<file path="src/rtl/pzbcm_slicer_arbiter.sv">
// Round-robin packet arbiter: the grant locks onto a requester until its last beat is taken,
// and beats leave through a 2-entry register slice (1-cycle latency, 1 beat/cycle, registered ready).
module pzbcm_slicer_arbiter #(
   parameter int  REQUESTERS = 2,
   parameter int  WIDTH      = 1,
   parameter type TYPE       = logic [WIDTH-1:0],
   parameter int  IDW        = $clog2(REQUESTERS)
) (
   input  logic                  i_clk,
   input  logic                  i_rst_n,
   input  logic [REQUESTERS-1:0] i_valid,
   output logic [REQUESTERS-1:0] o_ready,
   input  TYPE                   i_data [REQUESTERS],
   input  logic [REQUESTERS-1:0] i_last,
   output logic                  o_valid,
   input  logic                  i_ready,
   output TYPE                   o_data,
   output logic                  o_last,
   output logic [IDW-1:0]        o_id
);

   typedef enum logic {
      IDLE   = 1'b0,
      LOCKED = 1'b1
   } state_t;

   typedef struct packed {
      TYPE            data;
      logic           last;
      logic [IDW-1:0] id;
   } slot_t;

   state_t         state_q, state_d;
   logic [IDW-1:0] owner_q, owner_d;
   logic [IDW-1:0] ptr_q, ptr_d;
   slot_t          slot0_q, slot0_d;
   slot_t          slot1_q, slot1_d;
   logic [1:0]     cnt_q, cnt_d;
   logic           space_q, space_d;

   logic           gnt_vld;
   logic [IDW-1:0] gnt_id;
   logic [IDW-1:0] scan_idx;
   logic           accept;
   logic           pop;
   slot_t          new_slot;

   // Scan from the highest offset down so the requester nearest ptr wins.
   always_comb begin
      gnt_vld  = 1'b0;
      gnt_id   = '0;
      scan_idx = '0;
      if (state_q == LOCKED) begin
         gnt_vld = 1'b1;
         gnt_id  = owner_q;
      end else begin
         for (int k = REQUESTERS - 1; k >= 0; k--) begin
            scan_idx = IDW'((int'(ptr_q) + k) % REQUESTERS);
            if (i_valid[scan_idx]) begin
               gnt_vld = 1'b1;
               gnt_id  = scan_idx;
            end
         end
      end
   end

   // Ready only depends on registered space, so i_ready never reaches o_ready.
   always_comb begin
      o_ready = '0;
      if (gnt_vld && i_rst_n) begin
         o_ready[gnt_id] = space_q;
      end
   end

   assign accept   = gnt_vld && i_valid[gnt_id] && space_q;
   assign pop      = o_valid && i_ready;
   assign new_slot = '{data: i_data[gnt_id], last: i_last[gnt_id], id: gnt_id};

   always_comb begin
      state_d = state_q;
      owner_d = owner_q;
      ptr_d   = ptr_q;
      if (accept) begin
         if (i_last[gnt_id]) begin
            state_d = IDLE;
            ptr_d   = (gnt_id == IDW'(REQUESTERS - 1)) ? '0 : gnt_id + 1'b1;
         end else begin
            state_d = LOCKED;
            owner_d = gnt_id;
         end
      end
   end

   // Slot0 is always the head; a push with a simultaneous pop can only happen with one entry.
   always_comb begin
      slot0_d = slot0_q;
      slot1_d = slot1_q;
      cnt_d   = cnt_q;
      case ({accept, pop})
         2'b10: begin
            if (cnt_q == 2'd0) begin
               slot0_d = new_slot;
            end else begin
               slot1_d = new_slot;
            end
            cnt_d = cnt_q + 2'd1;
         end
         2'b01: begin
            slot0_d = slot1_q;
            cnt_d   = cnt_q - 2'd1;
         end
         2'b11: begin
            slot0_d = new_slot;
         end
         default: begin
         end
      endcase
      space_d = (cnt_d != 2'd2);
   end

   always_ff @(posedge i_clk or negedge i_rst_n) begin
      if (!i_rst_n) begin
         state_q <= IDLE;
         owner_q <= '0;
         ptr_q   <= '0;
      end else begin
         state_q <= state_d;
         owner_q <= owner_d;
         ptr_q   <= ptr_d;
      end
   end

   always_ff @(posedge i_clk or negedge i_rst_n) begin
      if (!i_rst_n) begin
         slot0_q <= '0;
         slot1_q <= '0;
         cnt_q   <= 2'd0;
         space_q <= 1'b1;
      end else begin
         slot0_q <= slot0_d;
         slot1_q <= slot1_d;
         cnt_q   <= cnt_d;
         space_q <= space_d;
      end
   end

   assign o_valid = (cnt_q != 2'd0);
   assign o_data  = slot0_q.data;
   assign o_last  = slot0_q.last;
   assign o_id    = slot0_q.id;

endmodule
</file>
<file path="config.mk">
export PLATFORM = sky130hd
export DESIGN_NAME = pzbcm_slicer_arbiter
export DESIGN_NICKNAME = d
export VERILOG_FILES = /design/src/rtl/pzbcm_slicer_arbiter.sv
export SDC_FILE = /design/constraint.sdc
export NUM_CORES = 1
export LEC_CHECK = 0
export BUFFER_PORTS_ARGS = -buffer_cell sky130_fd_sc_hd__buf_4
export CAP_MARGIN = 20
export CORE_MARGIN = 5
export CORE_UTILIZATION = 50
export CTS_BUF_LIST = sky130_fd_sc_hd__clkbuf_8
export DETAILED_ROUTE_END_ITERATION = 10
export PLACE_DENSITY = 0.83
export SYNTH_ARGS = -nofsm -noshare
export SYNTH_HDL_FRONTEND = slang
export SYNTH_SLANG_ARGS = --single-unit
export TNS_END_PERCENT = 100
</file>
<file path="constraint.sdc">
create_clock -name i_clk -period 3.5 [get_ports i_clk]
set_input_delay 0.7 -clock i_clk [delete_from_list [all_inputs] [get_ports i_clk]]
set_output_delay 0.7 -clock i_clk [all_outputs]
set_load 0.01 [all_outputs]
</file>
---- Word-level counts from Yosys, hierarchy flattened ----
Cells that the tools add are included.
word-level totals
  flip-flop bits (word level) ............. 12
  input bits .............................. 9
  output and inout bits ................... 6
cells by class
  add/subtract/negate cells ............... 4
  $lt $le $gt $ge ......................... 5
  eq/ne operators ......................... 5
  mux-type cells .......................... 25
  bitwise gates (word level) .............. 4
  reduce and logical (&&, ||, !) cells .... 12
operators with widths
  cell                                                         number
  two-way mux 1 bit                                            20
  one-hot mux 3 bit (3 select lines)                           1
  AND reduction 2 bit                                          4
  less-than comparator 1 x 2 -> 1 bit (second input constant)  3
  logical AND 1 bit                                            5
  == test 2 bit (second input constant)                        2
  inequality test 2 bit (second input constant)                2
  one-hot mux 2 bit (2 select lines)                           1
  two-way mux 3 bit                                            1
  nonzero test 3 bit                                           1
  adder 1 bit (second input constant)                          2
  adder 2 x 1 -> 2 bit (second input constant)                 1
  bitwise AND 2 bit                                            1
  == test 2 x 1 -> 1 bit (second input constant)               1
  >= comparator 2 bit (second input constant)                  1
  zero test 2 bit                                              1
  two-way mux 2 bit                                            1
  inverter 1 bit                                               2
  inverter 1 -> 2 bit                                          1
  nonzero test 2 bit                                           1
  subtractor 2 x 1 -> 2 bit (second input constant)            1
  demux 1 bit (select 1 bit)                                   1
  >= comparator 1 bit (second input constant)                  1

---- Depth between registers and ports, before layout ----
  depth after elaboration ................. 13
  mapped depth ............................ 8
  mapped depth without buffers ............ 8

---- Worst setup path after synthesis ----
OpenSTA, ideal clock, no wires.
  kind .................................... input-to-reg
  start point ............................. in i_valid[0]
  end point ............................... reg slot0_q (netlist bit o_id)
  setup time .............................. 0.128 ns
  arrival time ............................ 2.089 ns
  data required time ...................... 3.372 ns
  path slack .............................. 1.284 ns
  cell stages on the path ................. 5
  path buffers ............................ 0
  cell sequence ........................... or3b_1 o211ai_2 ha_1 mux2_2 mux2_1
between the ends
  cells in the longest elaborated chain, start to end .. 12
  elaborated cells on any way between the ends .. 22
ends and longest elaborated chain
  what                                                                                 line  text
  start, declared                                                                      11    input logic [REQUESTERS-1:0] i_valid,
  two-way mux 1 bit (not written as such) (2 in series)                                59    if (i_valid[scan_idx]) begin
  two-way mux 1 bit (2 in series)                                                      59
  two-way mux 1 bit                                                                    53    if (state_q == LOCKED) begin
  two-way mux 1 bit (not written as such) (2 in series)                                75    assign accept = gnt_vld && i_valid[gnt_id] && space_q;
  logical AND 1 bit (2 in series)                                                      75
  == test 2 bit / == test 2 x 1 -> 1 bit (equally long branches)                       99    case ({accept, pop})
  inequality test 2 bit (no source line) / nonzero test 3 bit (equally long branches)  n/a
  AND reduction 2 bit (no source line)                                                 n/a
  end signal, assigned                                                                 140   slot0_q <= slot0_d;
  end, declared                                                                        36    slot_t slot0_q, slot0_d;
Several ways; a longest one is shown, not always the timed one. The select of a mux whose other input is x is not followed.
A chain may end at the register's enable or synchronous reset.

---- Worst setup path after layout ----
  start point ............................. in i_valid[1]
  end point ............................... out o_ready[1]
between the ends
  cells in the longest elaborated chain, start to end .. 11
  elaborated cells on any way between the ends .. 18
ends and longest elaborated chain
  what                                                                                                     line  text
  two-way mux 1 bit (not written as such) (2 in series)                                                    59
  two-way mux 1 bit (2 in series)                                                                          59
  two-way mux 1 bit                                                                                        53
  less-than comparator 1 x 2 -> 1 bit (not written as such) / >= comparator 1 bit (equally long branches)  71    o_ready[gnt_id] = space_q;
  logical AND 1 bit (not written as such)                                                                  71
  two-way mux 1 bit (not written as such)                                                                  71
  demux 1 bit (select 1 bit)                                                                               71
  bitwise AND 2 bit (no source line)                                                                       n/a
  two-way mux 2 bit *                                                                                      70    if (gnt_vld && i_rst_n) begin
  end, declared                                                                                            12    output logic [REQUESTERS-1:0] o_ready,
Mark *: on every way between the ends. The rest lies on a longest branch, timed or not. The select of a mux whose other input is x is not followed.

==> flow_metrics.tcl <==
set metrics [dict create \
    die_w_um 46.7 \
    yosysUniqueCellTypes 30 \
    globalRouteOverflowTotal 0 \
    hold_viol_final 0 \
    postCtsSetupBuffers 0 \
    ioPinCount 15 \
    core_area_um2 1280 \
    antenna_found_initial 0 \
    fin_util_pct 66.4 \
    critPathLaunchType "primary input" \
    period_needed_ns 2.31 \
    max_slew_margin_pct 72.3 \
    intPower_mw 0.470 \
    worst-setup-path-type "primary input to output pin" \
    synth_cells 68 \
    fp.dieH_um 46.7 \
    hold_buffers 0 \
    cts_inserted_buffers 3 \
    clkSinkCount 12 \
    p_leak_nw 0.410 \
    drt_pass1_iterations 3 \
    dp_hpwl_um 1110 \
    avgSynthCellArea_um2 9.92 \
    grt_pass1_vias 562 \
    netSwitchingPower_mw 0.292 \
    setup_violations 0 \
    worst_slew_pin_slew_ns 0.411 \
    ys_ff_latch 12 \
    syn_area_um2 674 \
    drt-total-wl_um 1500 \
    reg2reg_depth 5 \
    synthTopCellsByArea "dfrtp_1, a211oi_1, dfstp_2, ha_1, o211ai_2" \
    cp_max_fo 4 \
    grt_max_degree 14 \
    post-route-period-util_pct 65.9 \
    status "finished clean" \
    yosysSeqAreaShare_pct 44.7 \
    hp-class "primary input to asynchronous set/reset pin" \
    drt_iter0_markers 13 \
    yosys.area.top_type "dfrtp_1" \
    ant_nets 0 \
    rows 13 \
    end_kind "output pin" \
    reg2reg_from "state_q" \
    arrival_ns 1.61 \
    grt_pass1_wl_um 2540 \
    via_per_inst 5.56 \
    required_ns 2.80 \
    cts.repair.resized 0 \
    area_growth_pct 26.5 \
    final_max_slew_viol_count 0 \
    seqPwrFrac_pct 34.0 \
    fp.dieArea_um2 2180 \
    swShare_pct 38.3 \
    syn_nets 79 \
    start_util_pct 52.5 \
    grt.total_usage_pct 17.8 \
    worstReg2RegEnd "o_id" \
    maxCapViolCount 0 \
    drive_gt1_share_pct 29.1 \
    power_density_nw_per_um2 893 \
    final.setup.tns_ns 0 \
    final_nets 98 \
    clk-insertion-delay-late_ns 0.24 \
    cts_tree "built" \
    clockPowerShare_pct 19.6 \
    cts_max_level 1 \
    irDropWorstVdd_uv 613 \
    final.fill_count 97 \
    hold_slack_ns 0.285 \
    cts_max_path_buffers 2 \
    gp_congestion 0.841 \
    fin_skew_ns 0.00388 \
    diodes 0 \
    numPortBuffers 14 \
    wl_per_cell_um 14.8 \
    reg2reg_slack_ns 1.45 \
    maxClockFrequency_ghz 0.434 \
    rsz0062_at_grt "false" \
    synth_top_area_share_pct 40.8 \
    cts_root_buf "clkbuf_8" \
    cts.clk_slew.worst_paths_ns 0.05 \
    route.detailed.drc 0 \
    yosysWarnings 0 \
    combPwrFrac_pct 46.4 \
    vias 562 \
]
cell usage after synthesis:
| master | instances |
|---|---|
| mux2_4 | 1 |
| o31ai_1 | 2 |
| or3b_1 | 1 |
| o311ai_0 | 1 |
| o211ai_2 | 2 |
| o21ai_1 | 2 |
| or2_2 | 1 |
| and2_1 | 2 |
| inv_2 | 1 |
| nand3_1 | 2 |
| nand2_1 | 5 |
| a211oi_1 | 5 |
| mux2_2 | 1 |
| nor3b_1 | 1 |
| dfstp_2 | 1 |
| a21o_1 | 1 |
| mux2_1 | 1 |
| o21ai_0 | 1 |
| nand2b_1 | 1 |
| a311oi_1 | 1 |
| a21boi_1 | 1 |
| nor2b_1 | 3 |
| xor2_1 | 2 |
| a21oi_1 | 4 |
| xnor2_1 | 1 |
| ha_1 | 2 |
| a2bb2oi_1 | 1 |
| dfrtp_1 | 11 |
| inv_1 | 5 |
| nor2_1 | 5 |
stage by stage:
step | cells | total power [mW] | setup slack (ns) | area, µm²
floorplan | 68 | 0.494 | 1.28 | 674
global placement | 97 | 0.593 | 1.11 | 798
detailed placement | 97 | 0.607 | 1.07 | 798
CTS | 101 | 0.767 | 1.20 | 853
global route | 101 | 0.820 | 1.12 | 853
finish | 101 | 0.762 | 1.19 | 853
critical path, stage by stage:
cell,delay [ns]
buf_4,0.12
nor2b_1,0.16
a21oi_1,0.36
nor2_1,0.10
buf_4,0.16
cells by family (layout without fill, tap and decap cells):
kind of cell,Yosys count,in the layout,share of synthesized area (%)
compound gates,21,21,22.8
xor+xnor,3,3,3.90
fa+ha+maj,2,2,3.71
buf+inv,6,24,3.34
flops,12,12,44.7
mux,3,3,5.56
simple gates,21,21,16.0
layer usage:
| layer | up-vias | wire, µm | global-route usage, % |
|---|---|---|---|
| li1 | 277 | - | - |
| met1 | 265 | 603 | 21.0 |
| met2 | 12 | 754 | 27.2 |
| met3 | 8 | 77 | 5.08 |
| met4 | 0 | 61 | 13.3 |
| met5 | - | 0 | 0 |
state kept, by name, indices dropped and copies added, names as in the netlist:
signal and cells:
cnt_q 2, o_data 1, o_id 1, ptr_q 1
o_last 1, owner_q 1, space_q 1, state_q 1
slot1_q 3
cell usage in the layout (no fill, tap or decap):
cell type,instances
nor3b_1,1
a21o_1,1
o31ai_1,2
a311oi_1,1
mux2_1,1
dfrtp_1,11
xnor2_1,1
mux2_2,1
dfstp_2,1
clkbuf_8,4
nor2_1,5
o311ai_0,1
nor2b_1,3
a211oi_1,5
and2_1,2
or3b_1,1
o21ai_1,2
xor2_1,2
inv_1,5
o21ai_0,1
buf_4,14
a2bb2oi_1,1
nand3_1,2
a21boi_1,1
a21oi_1,4
ha_1,2
inv_2,1
or2_2,1
mux2_4,1
o211ai_2,2
nand2b_1,1
nand2_1,5
power by group through the flow:
stage / Clock [mW] / Combinational [mW] / Sequential [mW]
after floorplan: 0 / 0.240 / 0.254
after global placement: 0 / 0.338 / 0.255
after detailed placement: 0 / 0.348 / 0.259
after CTS: 0.152 / 0.358 / 0.258
after global routing: 0.161 / 0.394 / 0.265
final: 0.149 / 0.354 / 0.259
how the worst max path moves through the flow:
| stage | slack (ns) | end | startpoint | depth (start not counted) |
|---|---|---|---|---|
| global placement | 1.11 | o_id | i_valid[0] | 6 |
| CTS | 1.20 | o_ready[0] | i_valid[1] | 5 |
| global route | 1.12 | o_ready[0] | i_valid[1] | 5 |
| floorplan | 1.28 | o_id | i_valid[0] | 5 |
| finish | 1.19 | o_ready[1] | i_valid[1] | 5 |
| detailed placement | 1.07 | o_id | i_valid[0] | 6 |
layout make-up:
cell class | instances | area [µm²] | share of cell area (%)
Timing Repair Buffer | 14 | 105 | 12.3
Multi-Input combinational cell | 50 | 350 | 41.1
Clock buffer | 4 | 55.1 | 6.45
Tap cell | 15 | 18.8 | 2.20
Sequential cell | 12 | 302 | 35.3
Inverter | 6 | 22.5 | 2.64
No activity file was read; power rests on OpenSTA's default activity.
